**src/rtl/mem_arb_pkg.sv**
```systemverilog
// Shared constants for the two-port memory arbiter: state encoding, port indices, default widths.
package mem_arb_pkg;

  localparam int DATA_W_DEF       = 256;
  localparam int ADDR_W_DEF       = 32;
  localparam int STARVE_LIMIT_DEF = 4;
  localparam int STARVE_W         = 4;

  localparam logic [1:0] ST_IDLE    = 2'd0;
  localparam logic [1:0] ST_BUSY    = 2'd1;
  localparam logic [1:0] ST_RECOVER = 2'd2;

  localparam logic PORT_I = 1'b0;
  localparam logic PORT_D = 1'b1;

endpackage

```
**src/rtl/mem_arb_pick.sv**
```systemverilog
// Combinational winner selection between icache (port 0) and dcache (port 1).
// MEM_ARB_RR_EN selects round-robin tie-breaking; otherwise fixed priority with a starvation override.
module mem_arb_pick
  import mem_arb_pkg::*;
(
  input  logic req0,
  input  logic req1,
`ifdef MEM_ARB_RR_EN
  input  logic last_grant,
`else
  input  logic starve_hit,
`endif
  output logic winner
);

  always_comb begin
    winner = PORT_D;
    if (req0 && !req1) begin
      winner = PORT_I;
    end else if (req0 && req1) begin
`ifdef MEM_ARB_RR_EN
      winner = ~last_grant;
`else
      winner = starve_hit ? PORT_I : PORT_D;
`endif
    end
  end

endmodule

```
**src/rtl/mem_arbiter.sv**
```systemverilog
// Two-port arbiter sharing one line-wide memory interface between icache and dcache.
// Optional MEM_ARB_RR_EN: round-robin ties instead of fixed priority plus starvation counter.
//
// state      | meaning
// IDLE       | sample requests, latch winner's write/addr/data
// BUSY       | memory transaction in flight, outputs held until mem_ack_i
// RECOVER    | one dead cycle so the requester can drop req
module mem_arbiter
  import mem_arb_pkg::*;
#(
  parameter int DATA_W       = DATA_W_DEF,
  parameter int ADDR_W       = ADDR_W_DEF,
  parameter int STARVE_LIMIT = STARVE_LIMIT_DEF
) (
  input  logic              clk_i,
  input  logic              rst_i,
  input  logic              p0_req_i,
  input  logic              p0_write_i,
  input  logic [ADDR_W-1:0] p0_addr_i,
  input  logic [DATA_W-1:0] p0_data_i,
  output logic              p0_ack_o,
  output logic [DATA_W-1:0] p0_data_o,
  input  logic              p1_req_i,
  input  logic              p1_write_i,
  input  logic [ADDR_W-1:0] p1_addr_i,
  input  logic [DATA_W-1:0] p1_data_i,
  output logic              p1_ack_o,
  output logic [DATA_W-1:0] p1_data_o,
  output logic              mem_enable_o,
  output logic              mem_write_o,
  output logic [ADDR_W-1:0] mem_addr_o,
  output logic [DATA_W-1:0] mem_data_o,
  input  logic              mem_ack_i,
  input  logic [DATA_W-1:0] mem_data_i,
  output logic              grant_o,
  output logic              busy_o
);

  logic [1:0] state;
  logic       grant_q;
  logic       winner;
  logic       any_req;
  logic       in_busy;

  assign any_req = p0_req_i | p1_req_i;
  assign in_busy = (state == ST_BUSY);

  assign busy_o    = in_busy;
  assign grant_o   = grant_q;
  assign p0_ack_o  = mem_ack_i & in_busy & (grant_q == PORT_I);
  assign p1_ack_o  = mem_ack_i & in_busy & (grant_q == PORT_D);
  assign p0_data_o = mem_data_i;
  assign p1_data_o = mem_data_i;

`ifdef MEM_ARB_RR_EN
  mem_arb_pick u_pick (
    .req0       (p0_req_i),
    .req1       (p1_req_i),
    .last_grant (grant_q),
    .winner     (winner)
  );
`else
  localparam logic [STARVE_W-1:0] STARVE_MAX = STARVE_W'(STARVE_LIMIT);

  logic [STARVE_W-1:0] starve_cnt;
  logic                starve_hit;

  assign starve_hit = (starve_cnt == STARVE_MAX);

  mem_arb_pick u_pick (
    .req0       (p0_req_i),
    .req1       (p1_req_i),
    .starve_hit (starve_hit),
    .winner     (winner)
  );

  // Counts consecutive dcache wins over a waiting icache; saturates at the limit.
  always_ff @(posedge clk_i or negedge rst_i) begin
    if (!rst_i) begin
      starve_cnt <= '0;
    end else if (state == ST_IDLE && any_req) begin
      if (winner == PORT_I) begin
        starve_cnt <= '0;
      end else if (p0_req_i && !starve_hit) begin
        starve_cnt <= starve_cnt + 1'b1;
      end
    end
  end
`endif

  always_ff @(posedge clk_i or negedge rst_i) begin
    if (!rst_i) begin
      state        <= ST_IDLE;
      grant_q      <= PORT_I;
      mem_enable_o <= 1'b0;
      mem_write_o  <= 1'b0;
      mem_addr_o   <= '0;
      mem_data_o   <= '0;
    end else begin
      case (state)
        ST_IDLE: begin
          if (any_req) begin
            state        <= ST_BUSY;
            grant_q      <= winner;
            mem_enable_o <= 1'b1;
            mem_write_o  <= winner ? p1_write_i : p0_write_i;
            mem_addr_o   <= winner ? p1_addr_i  : p0_addr_i;
            mem_data_o   <= winner ? p1_data_i  : p0_data_i;
          end
        end
        ST_BUSY: begin
          if (mem_ack_i) begin
            state        <= ST_RECOVER;
            mem_enable_o <= 1'b0;
            mem_write_o  <= 1'b0;
          end
        end
        ST_RECOVER: begin
          state <= ST_IDLE;
        end
        default: begin
          state <= ST_IDLE;
        end
      endcase
    end
  end

endmodule
```
**config.mk**
```make
export PLATFORM = sky130hd
export DESIGN_NAME = mem_arbiter
export DESIGN_NICKNAME = d
export VERILOG_FILES = /design/src/rtl/mem_arb_pkg.sv /design/src/rtl/mem_arb_pick.sv /design/src/rtl/mem_arbiter.sv
export SDC_FILE = /design/constraint.sdc
export NUM_CORES = 1
export LEC_CHECK = 0
export CAP_MARGIN = 20
export CORE_AREA = 3 3 644 646
export CTS_BUF_LIST = sky130_fd_sc_hd__clkbuf_4 sky130_fd_sc_hd__clkbuf_8
export CTS_CLUSTER_SIZE = 14
export DETAILED_ROUTE_END_ITERATION = 10
export DIE_AREA = 0 0 647 649
export PLACE_DENSITY = 0.3
export SYNTH_ARGS = -nofsm -noshare
export SYNTH_HDL_FRONTEND = slang
export SYNTH_SLANG_ARGS = --single-unit
```
**constraint.sdc**
```tcl
create_clock -name clk_i -period 2.12 [get_ports clk_i]
set_input_delay 0.424 -clock clk_i [delete_from_list [all_inputs] [get_ports clk_i]]
set_output_delay 0.424 -clock clk_i [all_outputs]
set_load 0.01 [all_outputs]
```
==> results.tsv <==
metric	value	unit
fin_ws	-0.142	ns
place_hpwl	207000	µm
hold_viol	0	
drt_first_pass_iters	6	
yosysWarnings	0	
nNetsFinal	3620	
synth-main-ff-cell	dfrtp_1	
grt_pass1_wl	292000	µm
finalSetupViolCount	2	
r2r.worst_path.cells	7	
die_x	647	µm
ys_seq_area_frac	0.376	
avgSynthCellArea	8.73	µm²
antenna_found_initial	138	
drt-wirelength-per-cell	29.0	µm
initial_core_util	0.0482	
required	1.70	ns
multi_input_area	7150	µm²
critPathCaptureType	output port	
period_share	1.07	
area_delta_synth_final	79.9	%
clk_path_buf_depth	4	
cts_tree	built	
max-cap-violations	0	
grt_use_met1	0.103	
synth_edf_count	0	
drc	0	
crit_path_start_kind	register	
leakage	0.0118	µW
core_area	410000	µm²
syn_inst	2263	
max_clock_freq	442	MHz
io_pins	1645	
placed_cells	8033	
regArea	7450	µm²
nFillCells	47700	
final_common_cell	clkdlybuf4s50_1	
htreeDepth	3	
grt_pass1_vias	21900	
min_period	2.26	ns
crit_type	register to output port	
synth.net_count	3104	
drt_iter0_drc	1690	
timing.rr.end	mem_data_o[207]	
post-place-ws	-0.498	ns
crit_path_max_fanout	3	
r2r_setup_slack	0.02	ns
drive_above_1_share	0.181	
worst_hold_path_type	input pin to async pin	
cts_root_buf	clkbuf_8	
drv_slew	0	
grt_util_met2	0.180	
ir_drop	0.372	mV
r2r-start	starve_cnt[0]	
wl	241000	µm
fp.dieH	649	µm
cp.arrival	1.84	ns
numCtsBuffers	78	
slew_headroom	0.552	
gp_congestion	0.805	
finalClockSkew	0.0398	ns
rsz0062_at_grt	true	
ys_ff_latch	297	
clk_pin_slew	0.06	ns
synth_cell_types	34	
powerDensity	1080	nW/µm²
num_vias	21800	
worstMarginPinSlew	0.670	ns
synth-async-reset-ratio	1.00	
die_area	420000	µm²
violations	negative setup slack	
grt_max_degree	101	
rows	235	
viasPerCell	2.62	
clkLatencyLatePin	0.83	ns
grt.busiest_layer	met2	
grtUsageTotal	0.110	
netlist_area	19800	µm²
outcome	finished, violations left	
ant_nets	0	
layout_common_cells	580 x clkdlybuf4s50_1, 292 x a21oi_1, 290 x nand3_1, 288 x o211ai_1, 288 x a31oi_1	
finalNonFillerCells	8325	
grt_overflow	0	
cts_sinks	297	
whs	0.149	ns
io_buffer_count	876	
grtUsageMet3	0.0795	
[power by group]
group | internal, µW | switching, µW | total, µW
Clock | 5050 | 3580 | 8630
Sequential | 8570 | 2100 | 10700
Combinational | 8430 | 10800 | 19200
[registers in the layout, summed over array words and instances (netlist names)]
name,count
starve_cnt,4
mem_data_o,256
mem_write_o,1
grant_o,1
mem_enable_o,1
mem_addr_o,32
state,2
[worst max path at each step]
stage / start / endpoint
floorplan: starve_cnt[0] / mem_write_o
global placement: p1_req_i / mem_data_o[207]
detailed placement: p1_req_i / mem_data_o[207]
CTS: state[1] / p1_ack_o
global route: state[1] / p1_ack_o
finish: state[1] / p1_ack_o
[routing by layer]
metal | vias up | wire, µm
met1 | 10600 | 76800
met2 | 1687 | 113000
li1 | 8988 | -
met3 | 479 | 39600
met4 | 70 | 10800
met5 | - | 779
[area by class of cell]
| type | instances | area share |
|---|---|---|
| clock inverter | 21 | 0.00683 |
| tap | 5451 | 0.192 |
| multi-input combinational | 1190 | 0.201 |
| inverter | 5 | 0.000739 |
| timing repair buffer | 1207 | 0.346 |
| sequential | 297 | 0.210 |
| antenna | 38 | 0.00267 |
| clock buffer | 116 | 0.0414 |
[what timing repair did]
action                     4_1_cts  5_1_grt
gates resized for setup        657       11
pin swaps                        2        4
setup buffers                   12       12
hold endpoints to repair       355        0
cloned                           0        5
hold buffers                    88        0
setup endpoints to repair      315       20
[through the flow]
stage                     instance area [µm²]  power [µW]  utilization  setup TNS (ns)
final                                   35600       38500       0.0868          -0.271
after global routing                    35500       40900       0.0867          -0.765
after CTS                               35100       38800       0.0858          -0.928
after detailed placement                32700       30800       0.0798         -104.89
after global placement                  32700       30800       0.0798          -97.48
after floorplan                         19800       18800            -               0
[worst max-delay path: stages (launching register included)]
cell     delay [ns]
dfrtp_1        0.41
nor2b_4        0.13
buf_6          0.13
and3_4         0.19
buf_12         0.13
[synthesized netlist by cell type (2+ instances only)]
cell type	number	area (µm²)
nor3_1	3	15.0
a21o_1	2	15.0
a211o_1	2	17.5
buf_6	30	338
dfrtp_1	297	7430
and2_1	2	12.5
buf_2	123	616
ha_1	2	25.0
nand3_1	290	1450
buf_4	513	3850
nand2_1	3	11.3
buf_1	6	22.5
nor2_1	2	7.51
a21oi_1	292	1460
a31oi_1	288	1800
o211ai_1	288	2160
inv_1	5	18.8
clkbuf_1	99	372
[cells by family (layout without fill, tap and decap cells)]
| family | Yosys count | count (layout) | synth area share |
|---|---|---|---|
| XOR/XNOR | 1 | 1 | 0.000443 |
| adder cells (fa/ha/maj) | 2 | 2 | 0.00127 |
| flip-flops | 297 | 297 | 0.376 |
| other | 0 | 38 | 0 |
| buffers and inverters | 776 | 1349 | 0.264 |
| multiplexers | 1 | 1 | 0.000570 |
| AO/OA/AOI/OAI | 876 | 876 | 0.278 |
| AND/OR/NAND/NOR | 310 | 310 | 0.0797 |
Power figures use the tool's default switching activity.
